File: src/rtl/sst_seq.sv
// Save-state sequencer: walks mapper register indices 0..REG_CNT-1 and moves
// one byte per index between the mapper save-state bus and an external buffer.
// Save copies mapper -> buffer; load copies buffer -> mapper, with each mapper
// write strobed by a CPU M2 falling edge.
module sst_seq #(
  parameter int REG_CNT = 128,
  parameter int AW      = 8
) (
  input  logic          clk,
  input  logic          rst_n,
  input  logic          start,
  input  logic          dir,
  input  logic          abort,
  input  logic          m2_fall,
  output logic          busy,
  output logic          done,
  output logic          aborted,
  output logic          sst_act,
  output logic [AW-1:0] sst_addr,
  output logic          sst_we_reg,
  output logic [7:0]    sst_dato,
  input  logic [7:0]    sst_di,
  output logic          buf_req,
  output logic          buf_we,
  output logic [AW-1:0] buf_addr,
  output logic [7:0]    buf_wdat,
  input  logic [7:0]    buf_rdat,
  input  logic          buf_ack
);

  typedef enum logic [3:0] {
    IDLE, SETUP, MAP_RD, BUF_WR, BUF_RD, MAP_WR, MAP_HOLD, NEXT, FIN
  } state_t;

  localparam logic [AW-1:0] LAST_IDX = AW'(REG_CNT - 1);

  state_t state;
  logic   dir_q;       // 0 = save, 1 = load, frozen for the whole operation
  logic   take_abort;

  // The buffer is indexed exactly like the mapper register file.
  assign buf_addr = sst_addr;

  // Abort is only honoured at safe points; a buffer ack arriving in the same
  // cycle wins so an in-flight access always completes.
  always_comb begin
    take_abort = 1'b0;
    if (abort) begin
      case (state)
        SETUP, NEXT:    take_abort = 1'b1;
        BUF_WR, BUF_RD: take_abort = !buf_ack;
        default:        take_abort = 1'b0;
      endcase
    end
  end

  // Sequencer FSM with all bus and status outputs registered.
  always_ff @(posedge clk or negedge rst_n) begin
    if (!rst_n) begin
      state      <= IDLE;
      dir_q      <= 1'b0;
      busy       <= 1'b0;
      done       <= 1'b0;
      aborted    <= 1'b0;
      sst_act    <= 1'b0;
      sst_addr   <= '0;
      sst_we_reg <= 1'b0;
      sst_dato   <= 8'h00;
      buf_req    <= 1'b0;
      buf_we     <= 1'b0;
      buf_wdat   <= 8'h00;
    end else begin
      done <= 1'b0;
      if (take_abort) begin
        state   <= FIN;
        done    <= 1'b1;
        aborted <= 1'b1;
        busy    <= 1'b0;
        sst_act <= 1'b0;
        buf_req <= 1'b0;
        buf_we  <= 1'b0;
      end else begin
        case (state)
          IDLE: begin
            if (start) begin
              dir_q    <= dir;
              sst_addr <= '0;
              sst_act  <= 1'b1;
              aborted  <= 1'b0;
              busy     <= 1'b1;
              state    <= SETUP;
            end
          end
          SETUP: begin
            // Give the mapper one M2 edge to notice sst_act before accessing it.
            if (m2_fall) begin
              if (dir_q) begin
                buf_req <= 1'b1;
                buf_we  <= 1'b0;
                state   <= BUF_RD;
              end else begin
                state <= MAP_RD;
              end
            end
          end
          MAP_RD: begin
            buf_wdat <= sst_di;
            buf_req  <= 1'b1;
            buf_we   <= 1'b1;
            state    <= BUF_WR;
          end
          BUF_WR: begin
            if (buf_ack) begin
              buf_req <= 1'b0;
              buf_we  <= 1'b0;
              state   <= NEXT;
            end
          end
          BUF_RD: begin
            if (buf_ack) begin
              sst_dato   <= buf_rdat;
              buf_req    <= 1'b0;
              sst_we_reg <= 1'b1;
              state      <= MAP_WR;
            end
          end
          MAP_WR: begin
            // The M2 falling edge is the mapper's write strobe; hold the
            // enable until it has been seen.
            if (m2_fall) begin
              sst_we_reg <= 1'b0;
              state      <= MAP_HOLD;
            end
          end
          MAP_HOLD: begin
            state <= NEXT;
          end
          NEXT: begin
            if (sst_addr == LAST_IDX) begin
              done    <= 1'b1;
              busy    <= 1'b0;
              sst_act <= 1'b0;
              state   <= FIN;
            end else begin
              sst_addr <= sst_addr + AW'(1);
              if (dir_q) begin
                buf_req <= 1'b1;
                buf_we  <= 1'b0;
                state   <= BUF_RD;
              end else begin
                state <= MAP_RD;
              end
            end
          end
          FIN: begin
            state <= IDLE;
          end
          default: begin
            state <= IDLE;
          end
        endcase
      end
    end
  end

endmodule

File: config.mk
export PLATFORM = sky130hd
export DESIGN_NAME = sst_seq
export DESIGN_NICKNAME = d
export VERILOG_FILES = /design/src/rtl/sst_seq.sv
export SDC_FILE = /design/constraint.sdc
export NUM_CORES = 1
export LEC_CHECK = 0
export CORE_ASPECT_RATIO = 0.6
export CORE_UTILIZATION = 45
export DETAILED_ROUTE_END_ITERATION = 12
export GPL_ROUTABILITY_DRIVEN = 0
export PLACE_DENSITY = 0.9
export SYNTH_ARGS = -nofsm -noshare
export SYNTH_HDL_FRONTEND = slang
export SYNTH_SLANG_ARGS = --single-unit
File: constraint.sdc
create_clock -name clk -period 2.9 [get_ports clk]
set_clock_uncertainty 0.2 [all_clocks]
set_input_delay 0.29 -clock clk [delete_from_list [all_inputs] [get_ports clk]]
set_output_delay 0.29 -clock clk [all_outputs]
set_load 0.1 [all_outputs]
# --- Word level (Yosys, flattened, before mapping) ---
# Index checks and enable logic that the tools add are counted.
word_totals:
  register_bits: 35
  inputBits: 23
  wordCells: 92
classes:
  addsub: 1
  n_eq_ne: 20
  n_mux: 38
  bitwise: 1
  reduce_logical: 21
op_table:
  columns: ["cell", "count"]
  rows:
  - ["case mux 4 bit (8 select lines)", 1]
  - ["two-way mux 4 bit", 7]
  - ["two-way mux 1 bit", 21]
  - ["!= test 3 bit, second input constant", 7]
  - ["equality test 4 x 3 -> 1 bit, second input constant", 4]
  - ["two-way mux 8 bit", 2]
  - ["case mux 8 bit (2 select lines)", 1]
  - ["AND reduction 4 bit", 4]
  - ["nonzero test 5 bit", 2]
  - ["AND reduction 3 bit", 3]
  - ["adder 8 x 1 -> 8 bit, second input constant", 1]
  - ["equality test 4 x 2 -> 1 bit, second input constant", 2]
  - ["equality test 8 x 7 -> 1 bit, second input constant", 1]
  - ["!= test 2 bit, second input constant", 4]
  - ["case mux 1 bit (4 select lines)", 2]
  - ["nonzero test 2 bit", 4]
  - ["case mux 1 bit (2 select lines)", 3]
  - ["AND reduction 5 bit", 1]
  - ["equality test 4 x 1 -> 1 bit, second input constant", 1]
  - ["zero test 4 bit", 1]
  - ["AND reduction 2 bit", 2]
  - ["OR reduction 2 bit", 2]
  - ["two-way mux 3 bit", 1]
  - ["!= test 3 x 1 -> 1 bit, second input constant", 1]
  - ["other kinds (3)", 3]

# --- Depth between registers and ports, before layout ---
depth:
  word_depth: 6
  mapped_depth: 7
  ltp_nobuf: 6

# --- Worst setup path after synthesis ---
# No wires, ideal clock.
synth_timing:
  kind: "register to register"
  startpoint: "register sst_addr[2] (netlist: buf_addr[2])"
  endpoint: "register sst_addr[7] (netlist: buf_addr[7])"
  arrival_ps: 2315
  slack_ps: 307
  path_stages_with_launch: 7
  n_path_buf: 1
  cell_sequence: "dfrtp_1 and4_1 clkbuf_1 a31oi_1 o22ai_2 or4_1 a21oi_1"
synth_between:
  elab_chain_cells: 3
  word_cells_on_any_way: 6
synth_lines:
  columns: ["item", "line_no", "source"]
  rows:
  - ["start: declaration", "19", "output logic [AW-1:0] sst_addr,"]
  - ["start signal: assignment", "145", "sst_addr <= sst_addr + AW'(1);"]
  - ["adder 8 x 1 -> 8 bit or equality test 8 x 7 -> 1 bit (tied branches)", "145, 139", null]
  - ["two-way mux 8 bit or != test 2 bit (tied branches)", null, null]
  - ["case mux 8 bit (2 select lines) or AND reduction 4 bit (tied branches)", null, null]
# Several ways; a longest one is shown, not always the timed one. The select of a mux whose other input is x is not followed.
# A chain may end at the register's enable or synchronous reset.

# --- Worst setup path after layout ---
layout_timing:
  startpoint: "register state[2]"
  endpoint: "register sst_addr[7] (netlist: buf_addr[7])"
layout_between:
  elab_chain_cells: 6
  word_cells_on_any_way: 15
layout_lines:
  columns: ["item", "line_no", "source"]
  rows:
  - ["start: declaration", "37", "state_t state;"]
  - ["start signal: assignment", "60", "state <= IDLE;"]
  - ["start signal: assignment", "75", "state <= FIN;"]
  - ["start signal: assignment", "91", "state <= SETUP;"]
  - ["equality test 4 x 3 -> 1 bit, or another cell as far along", "49", "case (state)"]
  - ["OR reduction 2 bit, on equally long branches", null, null]
  - ["case mux 1 bit (2 select lines)", "49", null]
  - ["two-way mux 1 bit", "48", "if (abort) begin"]
  - ["NOT 1 bit (no line)", null, null]
  - ["AND reduction 4 bit (no line)", null, null]
# Several ways; a longest one is shown, not always the timed one.

==> results.toml <==
[run_status]
outcome = "completed"

[floorplan]
die_h_um = 51.56
fp.dieArea_um2 = 4361
coreArea_um2 = 3786
ioPinCount = 62
die_w_um = 84.59
start_util = 0.4865
fp-row-count = 17

[clocking]
htree_levels = 2
clk_pin_slew_ns = 0.08
cts_tree = "done"
cts_resized = 0
holdBufCountCts = 0
cts_sinks = 35
cts.path.max_buffers = 2
cts_root_buffer = "clkbuf_8"
cts_setup_buffers = 0
insertion_delay_ns = 0.30
numCtsBuffers = 5

[synth]
yosys.area_share.adder = 0.006793
ys_types = 46
yosys_warnings = 0
synth-simple-area-share = 0.1719
synth_area_leader_cell = "dfrtp_1"
yosys-top-cells-count = "35 x dfrtp_1, 19 x nand2_1, 17 x mux2_2"
synth_area_leaders = "dfrtp_1 48%, mux2_2 10%, buf_4 4.1%, nand2_1 3.9%, nor2_1 3.3%"
synth-xor-area-share = 0.03329
synth_compound_area_frac = 0.1298
syn-cell-area_um2 = 1842
synth_ff_type = "dfrtp_1"
ys_async_sr_fraction = 1.000
syn-num-nets = 203
syn_inst = 179
synth_top_area_share = 0.4755
ys_ff_latch = 35
avgSynthCellArea_um2 = 10.29
synth_top_family_by_area = "simple AND/OR/NAND/NOR gates"
synth-edff-count = 0
muxShareOfSynthArea = 0.1094
seq_area_frac_synth = 0.4755
yosysMostFrequentCell = "dfrtp_1"

[placed_design]
portBuffers = 61
place_hpwl_um = 3123

[setup_path]
startpoint_type = "flop"
worst-path-max-fanout = 18
reg2reg_setup_slack_ns = 0.40
rr_endpoint = "buf_addr[7]$_DFFE_PN0P_"
endpoint = "buf_addr[7]$_DFFE_PN0P_"
cp.required_ns = 2.92
path_class = "reg -> reg"
r2r_start = "state[2]$_DFFE_PN0P_"
cp.arrival_ns = 2.52
rr_worst_depth = 5
endpoint_kind = "flop"
cp-startpoint = "state[2]$_DFFE_PN0P_"

[final_layout]
multi_input_comb_area_um2 = 830.8
drive_gt1_frac = 0.3147
layout.nets = 255
area_delta_synth_final_pct = 32.20
num_antenna_cells = 0
regArea_um2 = 875.8
fill_cells = 306

[sta]
setup_violations = 0
tns_ns = 0
fin_crit_ns = 2.498
fmaxAchievable_ghz = 0.4003
drv_slew = 0
finalHoldViolations = 0
rsz0062_at_grt = "false"
timing.final.crit_share = 0.8614
slew_headroom = 0.6410
worst_slew_pin_slew_ns = 0.5385

[routing]
vias_per_cell = 5.613
firstDrtPassIters = 6
wl_um = 4262
drc = 0
num_vias = 1566
wl_per_cell_um = 15.28
antenna_left = 0
drt_iter0_drc = 161

[min_path]
worstHoldPathType = "in -> async"

[global_routing]
grt_first_pass_wirelength_um = 7265
grt_overflow = 0
grt_usage = 0.2231
grt_max_degree = 36
antenna_found_initial = 0
grt_pass1_vias = 1535

[job]
cap_violations = 0
==> worst max-delay path: stages (launching register included) <==
cell and delay, ns:
dfrtp_1 0.69, xnor2_1 0.19, a211oi_2 0.43, o22ai_2 0.23, or4_1 0.51, a21oi_1 0.17
==> final cells by class <==
| class | count | area share |
|---|---|---|
| repair buffers | 65 | 0.2230 |
| multi-input cells | 121 | 0.3412 |
| flip-flops and latches | 35 | 0.3597 |
| well taps | 47 | 0.02415 |
| inverters | 3 | 0.004625 |
| clock inverters | 3 | 0.01901 |
| clock buffers | 5 | 0.02826 |
==> cells by family after synthesis <==
logic type | after synthesis
AOI/OAI and AO/OA | 34
muxes | 18
DFF | 35
and+or+nand+nor | 61
adders and majority gates | 1
xor gates and xnor gates | 7
buffers and inverters | 23
==> worst min-delay path by stage <==
stage,startpoint,end,cells past startpoint,slack [ns]
finish,rst_n,buf_addr[6]$_DFFE_PN0P_,2,0.20
global route,rst_n,buf_addr[4]$_DFFE_PN0P_,2,0.24
CTS,rst_n,buf_addr[6]$_DFFE_PN0P_,2,0.21
detailed placement,sst_dato[5]$_DFFE_PN0P_,sst_dato[5]$_DFFE_PN0P_,1,0.30
global placement,aborted$_DFFE_PN0P_,aborted$_DFFE_PN0P_,2,0.29
floorplan,rst_n,aborted$_DFFE_PN0P_,0,-0.21
==> placed cells by master (no fill, tap or decap), types with 3 or more instances in the layout <==
cell and instances:
buf_4 43, dfrtp_1 35, clkdlybuf4s50_1 22, nand2_1 19
mux2_2 17, nor2_1 16, a21oi_1 7, o21ai_0 6
xor2_1 5, clkbuf_8 5, nor3b_1 3, nand2b_1 3
inv_1 3, nand3_1 3
==> routing by layer <==
layer	track usage	vias to the layer above	part of all wire
li1	-	732	-
met1	0.2935	753	0.44
met2	0.3117	79	0.40
met3	0.1317	2	0.15
met4	0.05650	0	0.0068
met5	0	-	0
==> stage by stage <==
| step | area, um2 | instances | worst slack, ns | hold WS [ns] | util |
|---|---|---|---|---|---|
| after floorplan | 1842 | 179 | 0.3074 | -0.2056 | - |
| after detailed placement | 2320 | 271 | 0.3077 | 0.2969 | 0.6127 |
| after global routing | 2435 | 279 | 0.2348 | 0.2439 | 0.6431 |
| final | 2435 | 279 | 0.4018 | 0.2034 | 0.6431 |
| after global placement | 2320 | 271 | 0.4141 | 0.2856 | 0.6127 |
| after CTS | 2435 | 279 | 0.4422 | 0.2150 | 0.6431 |
Power is not shown: default switching activity piles up to over one toggle a cycle in this logic, so the estimate is an artifact.
